## src/rtl/conv_addr_seq_if.sv

```systemverilog
// conv_addr_seq_if: address-pair valid/ready channel between the sequencer and its consumer.
interface conv_addr_seq_if #(parameter int ADDRW = 16);
  logic addr_valid;
  logic addr_ready;
  logic last_mac;
  logic [ADDRW-1:0] addr_x;
  logic [ADDRW-1:0] addr_w;
  modport master(output addr_valid, addr_x, addr_w, last_mac, input addr_ready);
  modport slave(input addr_valid, addr_x, addr_w, last_mac, output addr_ready);
endinterface

```

## src/rtl/conv_addr_seq.sv

```systemverilog
// conv_addr_seq: convolution address sequencer (row-major outputs, row-major kernel taps).
// Defining CONV_SEQ_STRIDE_EN adds a 2-bit stride input latched at start.
module conv_addr_seq #(
  parameter int DIMW  = 8,
  parameter int ADDRW = 16
) (
  input  logic            clk,
  input  logic            reset,
  input  logic            start,
  input  logic [DIMW-1:0] n_dim,
  input  logic [DIMW-1:0] m_dim,
`ifdef CONV_SEQ_STRIDE_EN
  input  logic [1:0]      stride,
`endif
  conv_addr_seq_if.master aif,
  output logic            busy,
  output logic            done,
  output logic            err
);
  localparam int P = DIMW + 2;
  typedef enum logic [1:0] {IDLE, RUN, FINISH} state_t;
  state_t state_q;
  logic [DIMW-1:0] n_q, m_q, i_q, j_q;
  logic [P-1:0] cpos_q, rpos_q;
  logic [ADDRW-1:0] rowst_q, out_q, tap_q, x_q, w_q;
  logic valid_q, last_q, busy_q, done_q, err_q;
  logic [1:0] s, s_in;
  logic legal, hs, j_end, col_last, row_last;
  logic [ADDRW-1:0] n_a, s_a, sn;
`ifdef CONV_SEQ_STRIDE_EN
  logic [1:0] s_q;
  assign s = s_q;
  assign s_in = stride;
`else
  assign s = 2'd1;
  assign s_in = 2'd1;
`endif
  assign legal = (m_dim != '0) && (m_dim <= n_dim) && (s_in != 2'd0);
  assign hs = valid_q && aif.addr_ready;
  assign j_end = j_q == m_q - 1'b1;
  // a next window exists only if it still fits inside the image; leftovers are skipped
  assign col_last = cpos_q + P'(s) + P'(m_q) > P'(n_q);
  assign row_last = rpos_q + P'(s) + P'(m_q) > P'(n_q);
  assign n_a = ADDRW'(n_q);
  assign s_a = ADDRW'(s);
  assign sn = (s[0] ? n_a : '0) + (s[1] ? n_a << 1 : '0);
  assign aif.addr_valid = valid_q;
  assign aif.addr_x = x_q;
  assign aif.addr_w = w_q;
  assign aif.last_mac = last_q;
  assign busy = busy_q;
  assign done = done_q;
  assign err = err_q;
  always_ff @(posedge clk) begin
    if (reset) begin
      state_q <= IDLE;
      n_q <= '0;
      m_q <= '0;
      i_q <= '0;
      j_q <= '0;
      cpos_q <= '0;
      rpos_q <= '0;
      rowst_q <= '0;
      out_q <= '0;
      tap_q <= '0;
      x_q <= '0;
      w_q <= '0;
      valid_q <= 1'b0;
      last_q <= 1'b0;
      busy_q <= 1'b0;
      done_q <= 1'b0;
      err_q <= 1'b0;
`ifdef CONV_SEQ_STRIDE_EN
      s_q <= 2'd0;
`endif
    end else begin
      done_q <= 1'b0;
      err_q <= 1'b0;
      case (state_q)
        IDLE: if (start) begin
          if (legal) begin
            n_q <= n_dim;
            m_q <= m_dim;
`ifdef CONV_SEQ_STRIDE_EN
            s_q <= stride;
`endif
            state_q <= RUN;
            busy_q <= 1'b1;
            valid_q <= 1'b1;
            i_q <= '0;
            j_q <= '0;
            cpos_q <= '0;
            rpos_q <= '0;
            rowst_q <= '0;
            out_q <= '0;
            tap_q <= '0;
            x_q <= '0;
            w_q <= '0;
            last_q <= m_dim == DIMW'(1);
          end else begin
            err_q <= 1'b1;
          end
        end
        RUN: if (hs) begin
          if (!last_q) begin
            w_q <= w_q + 1'b1;
            if (j_end) begin
              j_q <= '0;
              i_q <= i_q + 1'b1;
              tap_q <= tap_q + n_a;
              x_q <= tap_q + n_a;
              last_q <= 1'b0;
            end else begin
              j_q <= j_q + 1'b1;
              x_q <= x_q + 1'b1;
              last_q <= (i_q == m_q - 1'b1) && (j_q + 1'b1 == m_q - 1'b1);
            end
          end else if (!col_last) begin
            i_q <= '0;
            j_q <= '0;
            w_q <= '0;
            cpos_q <= cpos_q + P'(s);
            out_q <= out_q + s_a;
            tap_q <= out_q + s_a;
            x_q <= out_q + s_a;
            last_q <= m_q == DIMW'(1);
          end else if (!row_last) begin
            i_q <= '0;
            j_q <= '0;
            w_q <= '0;
            cpos_q <= '0;
            rpos_q <= rpos_q + P'(s);
            rowst_q <= rowst_q + sn;
            out_q <= rowst_q + sn;
            tap_q <= rowst_q + sn;
            x_q <= rowst_q + sn;
            last_q <= m_q == DIMW'(1);
          end else begin
            state_q <= FINISH;
            valid_q <= 1'b0;
            busy_q <= 1'b0;
            last_q <= 1'b0;
            x_q <= '0;
            w_q <= '0;
            done_q <= 1'b1;
          end
        end
        default: state_q <= IDLE;
      endcase
    end
  end
endmodule

```

## src/flat_wrapper.sv

```systemverilog
// flat-port wrapper written by rule: the top's interface ports become plain ports
module conv_addr_seq_flat 
#(
  parameter int DIMW  = 8,
  parameter int ADDRW = 16
)
  (clk, reset, start, n_dim, m_dim, busy, done, err, aif_addr_valid, aif_addr_x, aif_addr_w, aif_last_mac, aif_addr_ready);
  conv_addr_seq_if #(.ADDRW(ADDRW)) aif_i ();
  input  logic clk;
  input  logic reset;
  input  logic start;
  input  logic [DIMW-1:0] n_dim;
  input  logic [DIMW-1:0] m_dim;
  output logic busy;
  output logic done;
  output logic err;
  output wire logic [$bits(aif_i.addr_valid)-1:0] aif_addr_valid;
  output wire logic [$bits(aif_i.addr_x)-1:0] aif_addr_x;
  output wire logic [$bits(aif_i.addr_w)-1:0] aif_addr_w;
  output wire logic [$bits(aif_i.last_mac)-1:0] aif_last_mac;
  input wire logic [$bits(aif_i.addr_ready)-1:0] aif_addr_ready;
  assign aif_addr_valid = aif_i.addr_valid;
  assign aif_addr_x = aif_i.addr_x;
  assign aif_addr_w = aif_i.addr_w;
  assign aif_last_mac = aif_i.last_mac;
  assign aif_i.addr_ready = aif_addr_ready;
  conv_addr_seq #(.DIMW(DIMW), .ADDRW(ADDRW)) u_core (.clk(clk), .reset(reset), .start(start), .n_dim(n_dim), .m_dim(m_dim), .aif(aif_i), .busy(busy), .done(done), .err(err));
endmodule
```

## config.mk

```make
export PLATFORM = sky130hd
export DESIGN_NAME = conv_addr_seq_flat
export DESIGN_NICKNAME = d
export VERILOG_FILES = /design/src/rtl/conv_addr_seq_if.sv /design/src/rtl/conv_addr_seq.sv /design/src/flat_wrapper.sv
export SDC_FILE = /design/constraint.sdc
export NUM_CORES = 1
export LEC_CHECK = 0
export CAP_MARGIN = 15
export CORE_MARGIN = 2
export CORE_UTILIZATION = 36
export CTS_CLUSTER_DIAMETER = 40
export DETAILED_ROUTE_END_ITERATION = 10
export MAX_ROUTING_LAYER = met4
export SLEW_MARGIN = 30
export SYNTH_ARGS = -nofsm -noshare
export SYNTH_HDL_FRONTEND = slang
export SYNTH_SLANG_ARGS = --single-unit
```

## constraint.sdc

```tcl
create_clock -name clk -period 5.3 [get_ports clk]
set_input_delay 1.06 -clock clk [delete_from_list [all_inputs] [get_ports clk]]
set_output_delay 1.06 -clock clk [all_outputs]
set_load 0.05 [all_outputs]
```

==> impl_metrics.yaml, run 1 <==
timing:
  skew_ns: 0.00877
  fin_tns_setup_ns: 0
  period_share: 0.922
  setup_violations: 0
  rsz0062_at_grt: "no"
  hold_viol_final: 0
  fin_ws_ns: 0.414
  drv_slew: 0
  fmaxAchievable_ghz: 0.205
  layout_min_cycle_time_ns: 4.89
  slew_headroom: 0.394
  tightest_slew_ns: 0.906
worst_setup_path:
  crit_buf_inv: 0
  slowest_delay_ns: 0.50
  cp_num_cells: 18
  cp-startpoint: "u_core.rpos_q[0]"
  critical_path.endpoint: "u_core.rowst_q[6]"
  cp_slowest_cell: "and3_1"
  crit_fanout: 9
  crit_required_ns: 5.67
  cp_data_arrival_time_ns: 5.26
  worst-setup-path-type: "reg2reg"
  r2r_start: "u_core.rpos_q[0]"
  regToRegEndpoint: "u_core.rowst_q[6]"
  reg2regPathDepth: 18
  critPathTopFamily: "compound AO/OA/AOI/OAI gates"
  cp-end-kind: "register"
  cp_cell_sequence: "ha_1 > xor2_1 > ha_1 > o21ai_0 > o21bai_1 > a21oi_1 > o21bai_1 > a21oi_1 > xnor2_1 > ha_1 > a22oi_1 > nand2_1 > o211ai_1 > nor4b_2 > a21oi_1 > o31ai_2 > and3_1 > a22o_1"
  ff2ff_setup_slack_ns: 0.41
  cp-start-kind: "register"
place:
  post-place-ws_ns: 0.480
  io_buffers: 56
  gp_congestion: 0.918
  dp_cells: 1573
  dp_hpwl_um: 22000
global_routing:
  grt_pass1_vias: 8857
  busiest_layer: "met2"
  grt.met3_usage: 0.0320
  grt_usage: 0.222
  grt-ovfl-total: 0
  grt_start_max_net_pins: 58
  grt_pass1_wl_um: 48400
  grt_use_met1: 0.294
  use_met2: 0.344
  antenna_found_initial: 0
finish:
  nNetsFinal: 1340
  drive_above_1_share: 0.0617
  multi_input_area_mm2: 0.00661
  ff_latch_area_mm2: 0.00276
  syn_to_final_growth_pct: 16.2
  finish.cell_count_without_fillers: 1605
  n_fill_cell: 2629
  diodes: 0
floorplanning:
  die_h_um: 169
  fp.dieW_um: 169
  core_region_area_mm2: 0.0268
  ios: 57
  placementRows: 60
  die-area_mm2: 0.0284
  initial_core_util: 0.364
synthesis:
  yosysMostFrequentCell: "dfxtp_1"
  synth_ff_type: "dfxtp_1"
  synth_nets: 1292
  synth.top_cells.by_area: "dfxtp_1 28%, ha_1 8.3%, xnor2_1 5.8%"
  synthCells: 1203
  synthArstFlopShare: 0
  seq_area_frac_synth: 0.283
  synth_edf_count: 0
  synth_top_area_share: 0.283
  ys_seq_elements: 138
  synth.distinct_cells: 83
  yosys_warnings: 0
  ys_top_cells_by_count: "138 x dfxtp_1, 113 x nand2_1, 99 x nor2_1, 83 x a21oi_1"
  netlist_area_mm2: 0.00976
  yosys.area.top_type: "dfxtp_1"
  postSynthAreaPerCell_um2: 8.11
clock_tree:
  cts_resized: 0
  clock_path_buffers: 2
  cts_tree: "built"
  ctsHtreeMaxLevel: 4
  cts_buffers: 17
  hold_buffers: 0
  cts.clk_slew.worst_paths_ns: 0.06
  cts_setup_buffers: 0
  clock_latency_ns: 0.43
  cts_root_buffer: "clkbuf_16"
  cts_num_sinks: 138
routing:
  drc: 0
  dr.pass1.iters: 7
  post_drt_wl_per_cell_um: 18.8
  first_iter_violations: 529
  via_per_inst: 5.74
  vias: 9214
  wl_um: 30100
  antenna_left: 0
power_and_ir_drop:
  leakage_uw: 0.00453
  worst_ir_drop_vdd_mv: 0.218
  power_density_mw_per_mm2: 266
flow_run:
  max_cap_viol_count: 0
run_status:
  status: "complete, no violations"
hold_path:
  hp-class: "reg2reg"
## state kept, by name, summed over array words and instances, names as in the netlist
name	flops
u_core.n_q	8
u_core.state_q	2
u_core.rowst_q	16
u_core.j_q	8
u_core.tap_q	16
u_core.aif.addr_x	16
u_core.aif.last_mac	1
u_core.err	1
u_core.aif.addr_valid	1
u_core.rpos_q	10
u_core.i_q	8
u_core.aif.addr_w	16
u_core.out_q	16
u_core.cpos_q	10
u_core.done	1
u_core.m_q	8
## area by class of cell
type | instances | share of cell area
well taps | 341 | 0.0376
multi-input cells | 966 | 0.583
inverters | 47 | 0.0156
flip-flops and latches | 138 | 0.244
clock buffers | 20 | 0.0403
repair buffers | 81 | 0.0667
clock inverters | 12 | 0.0130
## kinds of logic (layout without fill, tap and decap cells)
logic type / count (synthesis) / count (layout) / synth area share
compound gates: 322 / 322 / 0.224
xor+xnor: 115 / 115 / 0.109
fa+ha+maj: 69 / 69 / 0.0916
buf+inv: 99 / 160 / 0.0410
flops: 138 / 138 / 0.283
mux: 30 / 30 / 0.0308
simple gates: 430 / 430 / 0.221
## placed cells by master (no fill, tap or decap), types with 6 or more instances in the layout
cell type          n
dfxtp_1          138
nand2_1          113
nor2_1            98
a21oi_1           83
xnor2_1           65
ha_1              65
nand3_1           62
o21ai_0           58
clkdlybuf4s50_1   55
inv_1             47
xor2_1            46
mux2i_1           30
nor3_1            29
and3_1            26
nand4_1           24
buf_4             24
a21o_1            19
a22o_1            19
a31oi_1           17
clkbuf_16         17
nor2b_1           12
a211oi_1          12
o21a_1            11
or3_1             11
o211ai_1          10
o2bb2ai_1         10
o31ai_1            7
o22ai_1            7
nor3b_1            7
and4_1             6
and2_1             6
o21bai_1           6
o2111ai_1          6
nand2b_1           6
nand4b_1           6
nor4_1             6
## worst register-to-register path: stages (launching register included)
cell,delay (ns)
dfxtp_1,0.41
ha_1,0.26
xor2_1,0.19
ha_1,0.30
o21ai_0,0.17
o21bai_1,0.10
a21oi_1,0.27
o21bai_1,0.09
a21oi_1,0.18
xnor2_1,0.15
ha_1,0.29
a22oi_1,0.18
nand2_1,0.07
o211ai_1,0.27
nor4b_2,0.47
a21oi_1,0.26
o31ai_2,0.49
and3_1,0.50
a22o_1,0.19
## through the flow
| stage | utilization | power, µW | hold WS (ns) | area, µm² |
|---|---|---|---|---|
| 2_1_floorplan | - | 1560 | 0.432 | 9760 |
| 3_3_place_gp | 0.400 | 1780 | 0.453 | 10700 |
| 3_5_place_dp | 0.400 | 1780 | 0.453 | 10700 |
| 4_1_cts | 0.423 | 3020 | 0.471 | 11300 |
| 5_1_grt | 0.423 | 3140 | 0.492 | 11300 |
| 6_report | 0.423 | 3020 | 0.472 | 11300 |
## routing by layer
metal / vias up / share of wire / wire, µm
met1: 4394 / 0.48 / 14300
met3: 63 / 0.052 / 1560
li1: 4508 / - / -
met5: - / 0 / 0
met2: 249 / 0.44 / 13300
met4: 0 / 0.032 / 964
## worst min path at each step
stage                 startpoint           endpoint  slack (ns)  depth (start not counted)
3_5_place_dp     u_core.tap_q[2]    u_core.tap_q[2]        0.45                          1
2_1_floorplan  u_core.rowst_q[2]  u_core.rowst_q[2]        0.43                          2
4_1_cts        u_core.rowst_q[2]  u_core.rowst_q[2]        0.47                          2
6_report       u_core.rowst_q[2]  u_core.rowst_q[2]        0.47                          2
5_1_grt        u_core.rowst_q[2]  u_core.rowst_q[2]        0.49                          2
3_3_place_gp   u_core.rowst_q[2]  u_core.rowst_q[2]        0.45                          2
## power breakdown
group,internal [µW],switching [µW]
clock,762,481
sequential,1050,40.6
combinational,241,437
(Power assumes the default switching activity.)
==> run 2, diff against run 1 <==
- CAP_MARGIN: 15 -> unset
- CTS_BUF_LIST: unset -> sky130_fd_sc_hd__clkbuf_4
==> run 2 against run 1 <==
Clock power fell by 40%. Sequential power about the same. Maximum frequency up 0.39%. Total power decreased by 17%. Via count is 1.1% lower. Clock skew up 0.0087 ns.
==> impl_metrics.yaml, run 2 (synthesis results as in run 1) <==
run_status:
  status: "complete, no violations"
power_and_ir_drop:
  leakage_uw: 0.00439
  p_seq_frac: 0.435
  p_int_uw: 1620
  power_density_mw_per_mm2: 228
  power_frac_clock: 0.295
  power.net_switching_uw: 891
  pwr-share-comb: 0.269
  p_sw_frac: 0.355
  worst_ir_drop_vdd_mv: 0.147
hold_path:
  hold_path_depth: 1
  min-delay-start: "u_core.tap_q[2]"
  hp-class: "reg2reg"
  min_to: "u_core.tap_q[2]"
clock_tree:
  cts_setup_buffers: 0
  cts_buffers: 17
  ctsHtreeMaxLevel: 4
  cts_root_buffer: "clkbuf_4"
  clock_path_buffers: 2
  clock_latency_ns: 0.56
  cts_tree: "built"
  cts.clk_slew.worst_paths_ns: 0.13
  cts_num_sinks: 138
timing:
  tightest_slew_ns: 0.936
  drv_slew: 0
  fmaxAchievable_ghz: 0.205
  rsz0062_at_grt: "no"
  slew_headroom: 0.374
  hold_viol_final: 0
  setup_violations: 0
  layout_min_cycle_time_ns: 4.87
  fin_tns_setup_ns: 0
  skew_ns: 0.0175
  period_share: 0.918
worst_setup_path:
  r2r_start: "u_core.rpos_q[0]"
  reg2regPathDepth: 18
  crit_fanout: 13
  cp_data_arrival_time_ns: 5.38
  crit_required_ns: 5.81
  regToRegEndpoint: "u_core.out_q[15]"
  ff2ff_setup_slack_ns: 0.43
  worst-setup-path-type: "reg2reg"
  cp-end-kind: "register"
  cp-start-kind: "register"
global_routing:
  antenna_found_initial: 1
  grt_start_max_net_pins: 58
  grt_pass1_wl_um: 48100
  grt-ovfl-total: 0
  grt_pass1_vias: 8789
  grt_usage: 0.219
finish:
  final_area_mm2: 0.0110
  final_common_cell: "dfxtp_1"
  layout_common_cells: "138 x dfxtp_1, 113 x nand2_1, 98 x nor2_1"
  syn_to_final_growth_pct: 13.1
  nNetsFinal: 1340
  drive_above_1_share: 0.0609
floorplanning:
  core_region_area_mm2: 0.0268
  ios: 57
  fp.dieW_um: 169
  placementRows: 60
  initial_core_util: 0.364
  die_h_um: 169
  die-area_mm2: 0.0284
routing:
  post_drt_wl_per_cell_um: 18.5
  vias: 9114
  wl_um: 29800
  via_per_inst: 5.67
  antenna_left: 0
  first_iter_violations: 579
  drc: 0
  dr.pass1.iters: 6
flow_run:
  max_cap_viol_count: 0
place:
  io_buffers: 56
  gp_congestion: 0.918
  dp_hpwl_um: 22000
  detailed_place.area_mm2: 0.0107
[run 2: cell types whose count changed in the layout (fill, tap and decap cells not counted), sizes merged]
cell    delta
clkinv     +2
diode      +1
clkbuf     -2
[run 2: power by group through the flow]
stage                     clock (µW)  combinational [µW]  sequential [µW]
after floorplan                    0                 455             1110
after global placement             0                 660             1120
after detailed placement           0                 664             1120
after CTS                        760                 668             1090
after global routing             801                 737             1100
final                            742                 676             1090
[run 2: per-stage QoR]
stage / power (µW) / instances / worst slack (ns) / hold slack [ns] / util
6_report: 2510 / 1606 / 0.433 / 0.483 / 0.412
5_1_grt: 2640 / 1606 / 0.0760 / 0.502 / 0.412
4_1_cts: 2520 / 1605 / 0.445 / 0.484 / 0.411
3_5_place_dp: 1780 / 1573 / 0.480 / 0.453 / 0.400
3_3_place_gp: 1780 / 1573 / 0.522 / 0.453 / 0.400
2_1_floorplan: 1560 / 1203 / 1.08 / 0.432 / -
[run 2: area by class of cell]
class,count,area (µm²)
fill,2650,15800
multi-input combinational,966,6620
sequential,138,2760
timing repair buffer,81,756
tap,341,427
inverter,47,176
clock inverter,14,155
clock buffer,18,135
antenna,1,2.50
[run 2: how the worst max path moves through the flow]
stage | cells past startpoint | startpoint | to | slack (ns)
after global placement | 18 | u_core.rpos_q[0] | u_core.rowst_q[0] | 0.52
after floorplan | 20 | u_core.cpos_q[0] | u_core.out_q[2] | 1.08
after CTS | 18 | u_core.rpos_q[0] | u_core.rowst_q[6] | 0.45
after detailed placement | 19 | u_core.cpos_q[0] | u_core.tap_q[3] | 0.48
final | 18 | u_core.rpos_q[0] | u_core.out_q[15] | 0.43
after global routing | 18 | u_core.rpos_q[0] | u_core.out_q[15] | 0.08
[run 2: metal layers]
metal / track usage / up-vias / routed length (µm)
li1: - / 4523 / -
met1: 0.295 / 4325 / 14600
met2: 0.347 / 226 / 13300
met3: 0.0262 / 40 / 1130
met4: 0.0648 / 0 / 718
met5: - / - / 0
[run 2: what timing repair did]
action,4_1_cts,5_1_grt
hold buffers,0,0
gates resized for setup,0,1
setup endpoints to repair,0,2
hold endpoints to repair,0,0
[run 2: worst max-delay path, stage by stage (launching register included)]
cell      delay (ns)
dfxtp_1         0.44
ha_1            0.26
xor2_1          0.18
ha_1            0.29
o21ai_0         0.17
o21bai_1        0.10
a21oi_1         0.27
o21bai_1        0.09
a21oi_1         0.18
xnor2_1         0.15
ha_1            0.29
nand4_1         0.08
or2_2           0.10
o211ai_1        0.14
and3_1          0.23
a21oi_1         0.62
a31oi_1         0.21
nor2_1          0.75
a22o_1          0.26
